### src/rtl/frame_stream_gen.sv
// Command-driven frame generator: decodes SET_PIX/START/STOP words from a FWFT FIFO and
// streams header + N_PAY payload words per frame into a PC-bound FIFO, honouring backpressure.
module frame_stream_gen #(
  parameter int unsigned N_PAY = 8,
  parameter int unsigned CNT_W = 22
) (
  input  logic             bus_clk,
  input  logic             reset,
  input  logic [31:0]      cmd_data,
  input  logic             cmd_empty,
  output logic             cmd_ack,
  output logic [31:0]      out_data,
  output logic             out_wr,
  input  logic             out_full,
  output logic             busy,
  output logic [CNT_W-1:0] frames_left,
  output logic             err_cmd
);

  localparam int unsigned KW = (N_PAY > 1) ? $clog2(N_PAY) : 1;
  localparam logic [KW-1:0] KLast = KW'(N_PAY - 1);
  localparam logic [3:0] OpSetPix = 4'h1;
  localparam logic [3:0] OpStart  = 4'h2;
  localparam logic [3:0] OpStop   = 4'h3;

  typedef enum logic [1:0] {StIdle, StHdr, StPay} state_e;

  state_e           state_q, state_d;
  logic             cmd_ack_q, cmd_ack_d;
  logic             out_wr_q, out_wr_d;
  logic [31:0]      out_data_q, out_data_d;
  logic [CNT_W-1:0] frames_left_q, frames_left_d;
  logic [CNT_W-1:0] frame_idx_q, frame_idx_d;
  logic             stop_pend_q, stop_pend_d;
  logic             err_cmd_q, err_cmd_d;
  logic [11:0]      top_pix_q, top_pix_d;
  logic [11:0]      bot_pix_q, bot_pix_d;
  logic [KW-1:0]    k_q, k_d;

  logic [3:0] opcode;
  logic       can_pop;
  logic       stop_pop;
  logic       unused_cmd_bits;

  assign opcode          = cmd_data[31:28];
  // cmd_ack high means the FIFO head is being popped this cycle and is stale.
  assign can_pop         = !cmd_empty && !cmd_ack_q;
  assign unused_cmd_bits = ^cmd_data[27:24];

  always_comb begin
    state_d       = state_q;
    cmd_ack_d     = 1'b0;
    out_wr_d      = 1'b0;
    out_data_d    = out_data_q;
    frames_left_d = frames_left_q;
    frame_idx_d   = frame_idx_q;
    stop_pend_d   = stop_pend_q;
    err_cmd_d     = err_cmd_q;
    top_pix_d     = top_pix_q;
    bot_pix_d     = bot_pix_q;
    k_d           = k_q;
    stop_pop      = 1'b0;

    unique case (state_q)
      StIdle: begin
        if (can_pop) begin
          cmd_ack_d = 1'b1;
          case (opcode)
            OpSetPix: begin
              top_pix_d = cmd_data[23:12];
              bot_pix_d = cmd_data[11:0];
            end
            OpStart: begin
              frames_left_d = cmd_data[CNT_W-1:0];
              frame_idx_d   = '0;
              if (cmd_data[CNT_W-1:0] != '0) state_d = StHdr;
            end
            OpStop: ;
            default: err_cmd_d = 1'b1;
          endcase
        end
      end
      StHdr, StPay: begin
        // Only STOP may be consumed mid-frame; everything else waits for IDLE.
        stop_pop = can_pop && (opcode == OpStop);
        if (stop_pop) begin
          cmd_ack_d   = 1'b1;
          stop_pend_d = 1'b1;
        end
        if (!out_full) begin
          out_wr_d = 1'b1;
          if (state_q == StHdr) begin
            out_data_d = {8'hA5, 24'(frame_idx_q)};
            k_d        = '0;
            state_d    = StPay;
          end else begin
            out_data_d = {4'h0, top_pix_q + 12'(k_q), 4'h0, bot_pix_q};
            k_d        = k_q + KW'(1);
            if (k_q == KLast) begin
              frames_left_d = frames_left_q - CNT_W'(1);
              frame_idx_d   = frame_idx_q + CNT_W'(1);
              if (frames_left_q == CNT_W'(1) || stop_pend_q || stop_pop) begin
                state_d       = StIdle;
                frames_left_d = '0;
                stop_pend_d   = 1'b0;
              end else begin
                state_d = StHdr;
              end
            end
          end
        end
      end
      default: state_d = StIdle;
    endcase
  end

  always_ff @(posedge bus_clk or posedge reset) begin
    if (reset) begin
      state_q       <= StIdle;
      cmd_ack_q     <= 1'b0;
      out_wr_q      <= 1'b0;
      out_data_q    <= '0;
      frames_left_q <= '0;
      frame_idx_q   <= '0;
      stop_pend_q   <= 1'b0;
      err_cmd_q     <= 1'b0;
      top_pix_q     <= 12'h015;
      bot_pix_q     <= 12'h540;
      k_q           <= '0;
    end else begin
      state_q       <= state_d;
      cmd_ack_q     <= cmd_ack_d;
      out_wr_q      <= out_wr_d;
      out_data_q    <= out_data_d;
      frames_left_q <= frames_left_d;
      frame_idx_q   <= frame_idx_d;
      stop_pend_q   <= stop_pend_d;
      err_cmd_q     <= err_cmd_d;
      top_pix_q     <= top_pix_d;
      bot_pix_q     <= bot_pix_d;
      k_q           <= k_d;
    end
  end

  assign cmd_ack     = cmd_ack_q;
  assign out_wr      = out_wr_q;
  assign out_data    = out_data_q;
  assign frames_left = frames_left_q;
  assign err_cmd     = err_cmd_q;
  assign busy        = (state_q != StIdle);

endmodule

### config.mk
export PLATFORM = sky130hd
export DESIGN_NAME = frame_stream_gen
export DESIGN_NICKNAME = d
export VERILOG_FILES = /design/src/rtl/frame_stream_gen.sv
export SDC_FILE = /design/constraint.sdc
export NUM_CORES = 1
export LEC_CHECK = 0
export BUFFER_PORTS_ARGS = -buffer_cell sky130_fd_sc_hd__buf_2
export CORE_AREA = 2 2 114 116
export CTS_BUF_LIST = sky130_fd_sc_hd__clkbuf_4
export DETAILED_ROUTE_END_ITERATION = 7
export DIE_AREA = 0 0 116 118
export PLACE_DENSITY = 0.66
export SETUP_SLACK_MARGIN = 0.4
export SLEW_MARGIN = 20
export SYNTH_ARGS = -nofsm -noshare
export SYNTH_HDL_FRONTEND = slang
export SYNTH_SLANG_ARGS = --single-unit
### constraint.sdc
create_clock -name bus_clk -period 7.4 [get_ports bus_clk]
set_input_delay 1.11 -clock bus_clk [delete_from_list [all_inputs] [get_ports bus_clk]]
set_output_delay 1.11 -clock bus_clk [all_outputs]
set_load 0.05 [all_outputs]
==> run metrics <==
initial antenna violation count 0; GR Overflow Total 0; nets 685; area taken by multi-input logic gates 2661 um2; DRC 0; period utilization 0.4490; RSZ-0062 raised after global routing false; io pins 94; Max VDD drop 0.0002327 V; TritonCTS buffer count 9; Cell Int Power 0.001381 W; synth unique cells 57; post-CTS sizing 0; TritonCTS clock tree done; number of synthesized flops with an enable pin 0; final setup fails 0; Post-CTS Setup Bufs 0; Pre-Repair DR Iteration Count 4; Routed Antenna Nets 0; starting DRC count in detailed routing about 230; Area Overhead vs Synth 13.59%; final hold viol count 0; Worst setup SP type input pin; pin count of the biggest net entering global routing 69; switching pwr 0.001321 W; Clock Skews approximately 17 ps; CTS Root Cell clkbuf_4; detailed-route via count 4555; clock insertion delay at the later pin of the skew report 440 ps; Ys Warns 0; Final HPWL DP 9645 um; Starting Density 0.4450; CTS Hold Bufs 0; Crit Path Max Fanout 32; layout cells sized above 1 0.2274; CTS Sinks 106; ys flop type dfrtp_1; PortBufs 87; post-placement cell area 6113 um2; commonest non-fill, non-tap cell in the layout dfrtp_1; Seq pwr share 0.373; Worst-Margin Slew 1050 ps; setup TNS 0 ps; FILL cells between 1000 and 1500; crit-path max cell delay 700 ps; max_slew headroom 0.2997; die area 13690 um2; CP endpoint kind flip-flop; critical path, cell by cell buf_2 -> or4b_1 -> a2111o_1 -> buf_4 -> or2_1 -> or4_1 -> a21oi_1; Post-Synthesis Cells roughly 560; HP Class reg2reg; type of the worst setup path in2reg; worst path bufs/invs 2; critical path's slowest cell or4b_1; Comb power frac 0.505; H-tree depth 3; Worst Path Arrival 3710 ps; Mapped Avg Cell Area 9.812 um2; ys async rst share 1.000; post-DR wirelength/cell 16.62 um; crit path time final between 3000 and 4000 ps; Critical Path RT 7780 ps; max_cap viols 0; Max Buffers Root-to-Sink 2; family with the most delay on the worst path simple AND/OR/NAND/NOR gates; Rows just over 40; GRT Util Overall 0.2082; most frequent cells in the layout 100 x dfrtp_1, 87 x buf_2, 63 x nand2_1; number of global-route vias before repair 4494; Max Transition Viols Final 0; Net Sw Frac 0.4889; post-synthesis sequential area ratio 0.4815; run status finished clean; vias per inst approximately 5.6; RD Place Congestion 0.9104; Place WS ~3700 ps; cell area after layout between 6000 and 7000 um2; final WL 13530 um; Post-Synthesis Cell Area 5524 um2; Power per Cell Area 430.6 nW/um2; # diodes 0; global-route wire length before repair 22910 um; f_max about 0.3 GHz; Reg area 2660 um2; clock network fraction of total power 0.122; Worst-path clk slew ~150 ps; final worst slack 4078 ps; Core ar. around 12000 um2; Final Util 0.5054; Die Height 118 um; register bit total from synthesis 106; leak pwr 2.822 nW; Die X 116 um
logic make-up (layout without fill, tap and decap cells):
family | after synthesis | after routing | share of synthesized area
adder cells (fa/ha/maj) | 12 | 12 | 0.02854
multiplexers | 39 | 39 | 0.07565
XOR/XNOR | 24 | 24 | 0.03805
other | 1 | 2 | 0.0006789
AO/OA/AOI/OAI | 123 | 123 | 0.1475
buffers and inverters | 54 | 132 | 0.03941
AND/OR/NAND/NOR | 204 | 204 | 0.1887
flip-flops | 106 | 106 | 0.4815
worst min-delay path: stages (launching register included):
cell     delay [ps]
dfrtp_1         370
nand2_1          40
o21ai_0          50
metrics by stage:
stage          std cells  hold slack, ps  total power, W
6_report             814           489.0        0.002702
5_1_grt              814           524.2        0.002899
4_1_cts              814           491.2        0.002718
3_5_place_dp         798           459.4        0.002381
3_3_place_gp         798           446.4        0.002346
2_1_floorplan        564           449.2        0.002025
final timing paths:
kind,startpoint,endpoint,slack [ps],cells past startpoint
worst max-delay path,cmd_data[28],frame_idx_q[19]$_DFFE_PP0P_,4080,7
worst min-delay path,out_data[14]$_DFFE_PP0P_,out_data[14]$_DFFE_PP0P_,490,2
worst max register to register,state_q[0]$_DFFE_PP0P_,frame_idx_q[19]$_DFFE_PP0P_,4270,8
worst min register to register,out_data[14]$_DFFE_PP0P_,out_data[14]$_DFFE_PP0P_,490,2
max in group asynchronous,reset,out_data[5]$_DFFE_PP0P_,5490,3
min in group asynchronous,reset,frames_left[13]$_DFFE_PP0P_,690,2
power by group through the flow:
stage                     registers [W]  logic, W  clock network [W]
final                           0.00101   0.00136           0.000330
after global routing            0.00104   0.00149           0.000367
after CTS                       0.00101   0.00137           0.000342
after detailed placement        0.00102   0.00136                  0
after global placement          0.00101   0.00134                  0
after floorplan                 0.00132  0.000703                  0
state kept, by name, summed over array words and instances (netlist names), 2 cells and up:
signal,count
bot_pix_q,12
frame_idx_q,22
frames_left,22
k_q,3
out_data,29
state_q,2
top_pix_q,12
layout make-up:
| class | instances | area share |
|---|---|---|
| Tap cell | 172 | 0.03430 |
| Timing Repair Buffer | 95 | 0.07896 |
| Sequential cell | 106 | 0.4239 |
| Clock buffer | 11 | 0.01316 |
| Inverter | 21 | 0.01296 |
| Clock inverter | 5 | 0.01256 |
| Multi-Input combinational cell | 404 | 0.4241 |
synth_stat cells (4+ instances only):
cell type	number	area [um2]
nand2b_1	5	31.28
mux2i_1	17	170.2
o21ai_0	45	225.2
nor4_1	10	62.56
a21oi_1	18	90.09
or3_1	8	50.05
a32oi_1	5	43.79
ha_1	11	137.6
dfrtp_1	100	2502
nor3_1	17	85.08
nor2_1	30	112.6
dfstp_2	6	157.7
o31ai_1	5	37.54
and3_1	6	37.54
mux2_2	22	247.7
or4_1	9	67.56
o211ai_1	6	45.04
a22o_1	7	61.31
xnor2_1	15	131.4
xor2_1	9	78.83
a22oi_1	9	67.56
o2bb2ai_1	4	35.03
a21o_1	4	30.03
inv_1	21	78.83
nand2_1	63	236.5
nand3_1	22	110.1
clkbuf_1	25	93.84
nand4_1	14	87.58
routing by layer:
metal | track usage | wire (um) | vias to the layer above | share of wire
met4 | 0.05952 | 179 | 0 | 0.013
met3 | 0.03605 | 757 | 13 | 0.056
met5 | 0 | 0 | - | 0
met2 | 0.3326 | 6611 | 150 | 0.49
li1 | - | - | 2192 | -
met1 | 0.2906 | 5976 | 2200 | 0.44
Power figures use the tool's default switching activity.
